===== src/rtl/param_stack_pkg.sv =====
// Shared definitions for the parametrised operand stack.
// Holds the parameter defaults and the operation encoding that the
// ALU control can reuse. Optional error flags: STACK_ERR_FLAGS_EN.
package param_stack_pkg;

  // Default data word width and stack depth
  localparam int WORD_WIDTH = 8;
  localparam int STACK_SIZE = 8;

  // Per-cycle operation decode; bit 1 = push, bit 0 = pop
  typedef enum logic [1:0] {
    OP_IDLE    = 2'b00,
    OP_POP     = 2'b01,
    OP_PUSH    = 2'b10,
    OP_REPLACE = 2'b11
  } stack_op_e;

  // Map the raw push/pop request pair onto an operation code
  function automatic stack_op_e decode_op(input logic push, input logic pop);
    return stack_op_e'({push, pop});
  endfunction

endpackage


===== src/rtl/param_stack_occupancy.sv =====
// Occupancy tracking for param_stack: saturating entry count,
// empty/full decode and, when STACK_ERR_FLAGS_EN is defined, the
// sticky overflow/underflow flags.
module stack_occupancy
  import param_stack_pkg::*;
#(
  parameter int DEPTH = STACK_SIZE,
  parameter int CW    = $clog2(DEPTH + 1)
) (
  input  logic          clock,
  input  logic          reset,
  input  stack_op_e     op_i,
  output logic [CW-1:0] count_o,
  output logic          empty_o,
  output logic          full_o,
  output logic          overflow_o,
  output logic          underflow_o
);

  localparam logic [CW-1:0] COUNT_MAX = CW'(DEPTH);
  localparam logic [CW-1:0] COUNT_ONE = CW'(1);

  logic [CW-1:0] count_q, count_d;

  assign empty_o = (count_q == '0);
  assign full_o  = (count_q == COUNT_MAX);
  assign count_o = count_q;

  // Next count: saturates at 0 and DEPTH, replace on empty acts as push
  always_comb begin
    // NOTE: default first so every path assigns count_d and no latch is inferred.
    count_d = count_q;
    unique case (op_i)
      OP_PUSH:    if (!full_o)  count_d = count_q + COUNT_ONE;
      OP_POP:     if (!empty_o) count_d = count_q - COUNT_ONE;
      OP_REPLACE: if (empty_o)  count_d = COUNT_ONE;
      default:    count_d = count_q;
    endcase
  end

  // Count register with synchronous reset
  always_ff @(posedge clock) begin
    // NOTE: non-blocking assignments keep every register sampling pre-edge values.
    if (reset) count_q <= '0;
    else       count_q <= count_d;
  end

`ifdef STACK_ERR_FLAGS_EN
  logic overflow_q, overflow_d;
  logic underflow_q, underflow_d;

  // Sticky error flags: set on push-while-full / pop-while-empty only
  always_comb begin
    overflow_d  = overflow_q  | ((op_i == OP_PUSH) && full_o);
    underflow_d = underflow_q | ((op_i == OP_POP)  && empty_o);
  end

  // Flag registers, cleared only by reset
  always_ff @(posedge clock) begin
    if (reset) begin
      overflow_q  <= 1'b0;
      underflow_q <= 1'b0;
    end else begin
      overflow_q  <= overflow_d;
      underflow_q <= underflow_d;
    end
  end

  assign overflow_o  = overflow_q;
  assign underflow_o = underflow_q;
`else
  assign overflow_o  = 1'b0;
  assign underflow_o = 1'b0;
`endif

endmodule


===== src/rtl/param_stack.sv =====
// Parametrised operand stack with second-entry read port, occupancy
// count, empty/full flags and a combined push+pop "replace top".
// Optional sticky overflow/underflow flags: define STACK_ERR_FLAGS_EN.
module param_stack
  import param_stack_pkg::*;
#(
  parameter int WIDTH = WORD_WIDTH,
  parameter int DEPTH = STACK_SIZE,
  parameter int CW    = $clog2(DEPTH + 1)
) (
  input  logic             clock,
  input  logic             reset,
  input  logic             push,
  input  logic             pop,
  input  logic [WIDTH-1:0] write_data,
  output logic [WIDTH-1:0] top,
  output logic [WIDTH-1:0] next,
  output logic [CW-1:0]    count,
  output logic             empty,
  output logic             full,
  output logic             overflow,
  output logic             underflow
);

  stack_op_e op;
  logic [WIDTH-1:0] entries_q [DEPTH];
  logic [WIDTH-1:0] entries_d [DEPTH];

  assign op = decode_op(push, pop);

  stack_occupancy #(
    .DEPTH (DEPTH),
    .CW    (CW)
  ) u_occupancy (
    .clock       (clock),
    .reset       (reset),
    .op_i        (op),
    .count_o     (count),
    .empty_o     (empty),
    .full_o      (full),
    .overflow_o  (overflow),
    .underflow_o (underflow)
  );

  // Next array contents: shift down on push, shift up on pop, overwrite on replace
  always_comb begin
    for (int i = 0; i < DEPTH; i++) entries_d[i] = entries_q[i];
    unique case (op)
      OP_PUSH: begin
        // Bottom entry falls off when full
        entries_d[0] = write_data;
        for (int i = 1; i < DEPTH; i++) entries_d[i] = entries_q[i-1];
      end
      OP_POP: begin
        if (!empty) begin
          for (int i = 0; i < DEPTH - 1; i++) entries_d[i] = entries_q[i+1];
          entries_d[DEPTH-1] = '0;
        end
      end
      OP_REPLACE: entries_d[0] = write_data;
      default: ;
    endcase
  end

  // Storage array register
  always_ff @(posedge clock) begin
    if (reset) begin
      // NOTE: the array is reset because invalid entries must read as 0 on top/next.
      for (int i = 0; i < DEPTH; i++) entries_q[i] <= '0;
    end else begin
      for (int i = 0; i < DEPTH; i++) entries_q[i] <= entries_d[i];
    end
  end

  // Invalid entries always hold 0, so direct reads satisfy the zero-when-invalid rule
  assign top  = entries_q[0];
  assign next = entries_q[1];

endmodule

===== config.mk =====
export PLATFORM = sky130hd
export DESIGN_NAME = param_stack
export DESIGN_NICKNAME = d
export VERILOG_FILES = /design/src/rtl/param_stack_pkg.sv /design/src/rtl/param_stack_occupancy.sv /design/src/rtl/param_stack.sv
export SDC_FILE = /design/constraint.sdc
export NUM_CORES = 1
export LEC_CHECK = 0
export CORE_ASPECT_RATIO = 0.6
export CORE_MARGIN = 2
export CORE_UTILIZATION = 30
export CTS_CLUSTER_DIAMETER = 60
export DETAILED_ROUTE_END_ITERATION = 6
export PLACE_DENSITY_LB_ADDON = 0.05
export SLEW_MARGIN = 40
export SYNTH_ARGS = -nofsm -noshare
export SYNTH_HDL_FRONTEND = slang
export SYNTH_SLANG_ARGS = --single-unit

===== constraint.sdc =====
create_clock -name clock -period 2.7 [get_ports clock]
set_clock_uncertainty 0.15 [all_clocks]
set_input_delay 0.405 -clock clock [delete_from_list [all_inputs] [get_ports clock]]
set_output_delay 0.405 -clock clock [all_outputs]
set_load 0.02 [all_outputs]

==> flow_metrics.env <==
export IMPL_worst_pin_slew_ns=0.588
export IMPL_ir_drop_mv=0.321
export IMPL_grt_util_all_layers_pct=12.3
export IMPL_ant_nets=0
export IMPL_start_util_pct=31.3
export IMPL_clockRootBuffer="clkbuf_16"
export IMPL_status="complete, no violations"
export IMPL_powerDensity_nw_per_um2=704
export IMPL_dieArea_um2=12100
export IMPL_min_period_over_period_pct=93.9
export IMPL_io_pins=36
export IMPL_path_clk_slew_ns=0.05
export IMPL_crit_buf_inv=2
export IMPL_layout_drive_gt1_share_pct=20.1
export IMPL_r2r_slack_ns=0.67
export IMPL_dpl_hpwl_mm=4.43
export IMPL_cts_sinks=68
export IMPL_finish_utilization_pct=37.3
export IMPL_rsz0062_at_grt="false"
export IMPL_num_fill_cells=1080
export IMPL_worstHoldStart="entries_q[1][28]"
export IMPL_drv_cap=0
export IMPL_cts_max_path_buffers=2
export IMPL_route_detailed_drc=0
export IMPL_fmax_mhz=394
export IMPL_layout_area_overhead_vs_synth_pct=19.2
export IMPL_synth_seq_area_share_pct=40.5
export IMPL_crit_path_end_kind="output port"
export IMPL_core_um2=10700
export IMPL_hold_path_depth=2
export IMPL_critPathMaxStageDelay_ns=0.59
export IMPL_grt_overflow=0
export IMPL_antenna_found_initial=0
export IMPL_viasPerCell=4.77
export IMPL_die_height_um=86.0
export IMPL_grt_max_degree=40
export IMPL_grt_pass1_vias=2281
export IMPL_dieWidth_um=141
export IMPL_worst_ep_required_time_ns=2.14
export IMPL_cp_start_kind="register"
export IMPL_finalCriticalPeriod_ns=2.54
export IMPL_io_buffer_count=33
export IMPL_hold_buffers=0
export IMPL_syn_inst=333
export IMPL_multi_input_area_um2=1720
export IMPL_hold_end="entries_q[1][28]"
export IMPL_p_leak_nw=1.41
export IMPL_synth_ff_latch_count=68
export IMPL_diodes=0
export IMPL_finalWirelength_mm=6.83
export IMPL_path_cells="or4_4 -> inv_1 -> clkdlybuf4s50_1"
export IMPL_cp_max_fo=9
export IMPL_finalPower_mw=2.82
export IMPL_critPathKind="reg -> out"
export IMPL_worstReg2RegEnd="entries_q[0][18]"
export IMPL_r2r_start="u_occupancy.count_o[2]"
export IMPL_grt_pass1_wl_mm=11.6
export IMPL_drv_slew=0
export IMPL_seq_area_um2=1360
export IMPL_syn_avg_cell_area_um2=10.1
export IMPL_drt_iter0_drc=125
export IMPL_vias=2325
export IMPL_r2r_cells=5
export IMPL_yosys_warnings=0
export IMPL_synth_area_um2=3360
export IMPL_setup_viol=0
export IMPL_crit_family="buffers and inverters"
export IMPL_hold_path_class="reg -> reg"
export IMPL_synth_cell_types=28
export IMPL_final_cell_mix="nor2_1, dfxtp_1, mux2i_1"
export IMPL_nNetsFinal=356
export IMPL_tns_ns=0
export IMPL_worstPathArrival_ns=1.98
export IMPL_clk_latency_ns=0.33
export IMPL_cts_resized=0
export IMPL_drtPass1Iterations=4
export IMPL_critPathSlowestCell="or4_4"
export IMPL_finalHoldViolCount=0
export IMPL_place_congestion=0.681
export IMPL_cts_setup_buffers=0
export IMPL_row_count=29
export IMPL_post_drt_wl_per_cell_um=14.0
export IMPL_relSlewSlack_pct=60.8
export IMPL_cts_buffers=9
export IMPL_cts_tree="built"
export IMPL_htree_num_levels=3
## cells in the mapped netlist
master     number  area share (%)
dfxtp_1        68              41
nor2_1         68             7.6
mux2i_1        58              17
a211oi_2       40              15
buf_4          18             4.0
clkbuf_1       18             2.0
a211oi_1       17             3.8
a22oi_1         9             2.0
buf_6           6             2.0
buf_2           5            0.74
nand2_1         3            0.34
nor2b_1         3            0.56
a21o_1          2            0.45
a21oi_1         2            0.30
nand3_1         2            0.30
nor3_1          2            0.30
a211o_1         1            0.26
a2bb2oi_1       1            0.26
a31oi_1         1            0.19
and2_1          1            0.19
conb_1          1            0.11
ha_1            1            0.37
inv_1           1            0.11
o311a_1         1            0.30
or3b_2          1            0.26
or4_4           1            0.34
xnor2_1         1            0.26
xor2_1          1            0.26
## flip-flops by register name, summed over array words and instances, names as in the netlist
name / cells
entries_q: 64
u_occupancy.count_o: 4
## how the worst max path moves through the flow
stage	cells after the start	start	endpoint	slack (ns)
final	3	u_occupancy.count_o[2]	empty	0.16
after global routing	3	u_occupancy.count_o[2]	empty	0.09
after CTS	3	u_occupancy.count_o[2]	empty	0.16
after detailed placement	7	pop	entries_q[0][18]	0.14
after global placement	6	push	u_occupancy.count_o[2]	0.17
after floorplan	9	pop	u_occupancy.count_o[2]	0.56
## cell families (layout without fill, tap and decap cells)
logic type | after synthesis | count (layout) | share of synthesized area [%]
DFF | 68 | 68 | 40.5
buffers and inverters | 48 | 62 | 8.90
and+or+nand+nor | 81 | 81 | 9.87
other | 1 | 2 | 0.112
xor gates and xnor gates | 2 | 2 | 0.521
AOI/OAI and AO/OA | 74 | 74 | 22.4
adders and majority gates | 1 | 1 | 0.372
muxes | 58 | 58 | 17.3
## metal layers
| metal | GRT usage [%] | share of wire (%) | wire length (um) | vias up |
|---|---|---|---|---|
| met5 | 0 | 0 | 0 | - |
| met4 | 4.36 | 1.0 | 70 | 0 |
| met3 | 4.63 | 3.8 | 257 | 7 |
| met2 | 18.0 | 43 | 2930 | 28 |
| met1 | 16.4 | 52 | 3570 | 1085 |
| li1 | - | - | - | 1205 |
## report_power, final
group / total [mW] / switching [mW] / leakage (nW) / internal, mW
Clock: 1.05 / 0.407 / 0.131 / 0.644
Sequential: 1.19 / 0.0883 / 0.560 / 1.10
Combinational: 0.576 / 0.308 / 0.720 / 0.268
## worst reg2reg max path, stage by stage (launching register included)
cell      delay (ns)
dfxtp_1         0.40
or4_4           0.59
a21o_4          0.34
buf_4           0.22
nor2_1          0.13
a211oi_2        0.06
## cell type report
type / instances / area share (%)
multi-input cells: 218 / 43.0
flip-flops and latches: 68 / 34.0
repair buffers: 45 / 12.0
clock buffers: 14 / 6.34
well taps: 139 / 4.34
clock inverters: 2 / 0.250
inverters: 1 / 0.0937
## stage by stage
stage	hold WS [ns]	worst slack (ns)	cell area, um^2	instances
global placement	0.335	0.173	3740	471
floorplan	0.315	0.560	3360	334
detailed placement	0.344	0.135	3740	471
finish	0.351	0.164	4010	487
CTS	0.360	0.157	4000	487
global route	0.378	0.0888	4010	487
No activity file was read; power rests on OpenSTA's default activity.
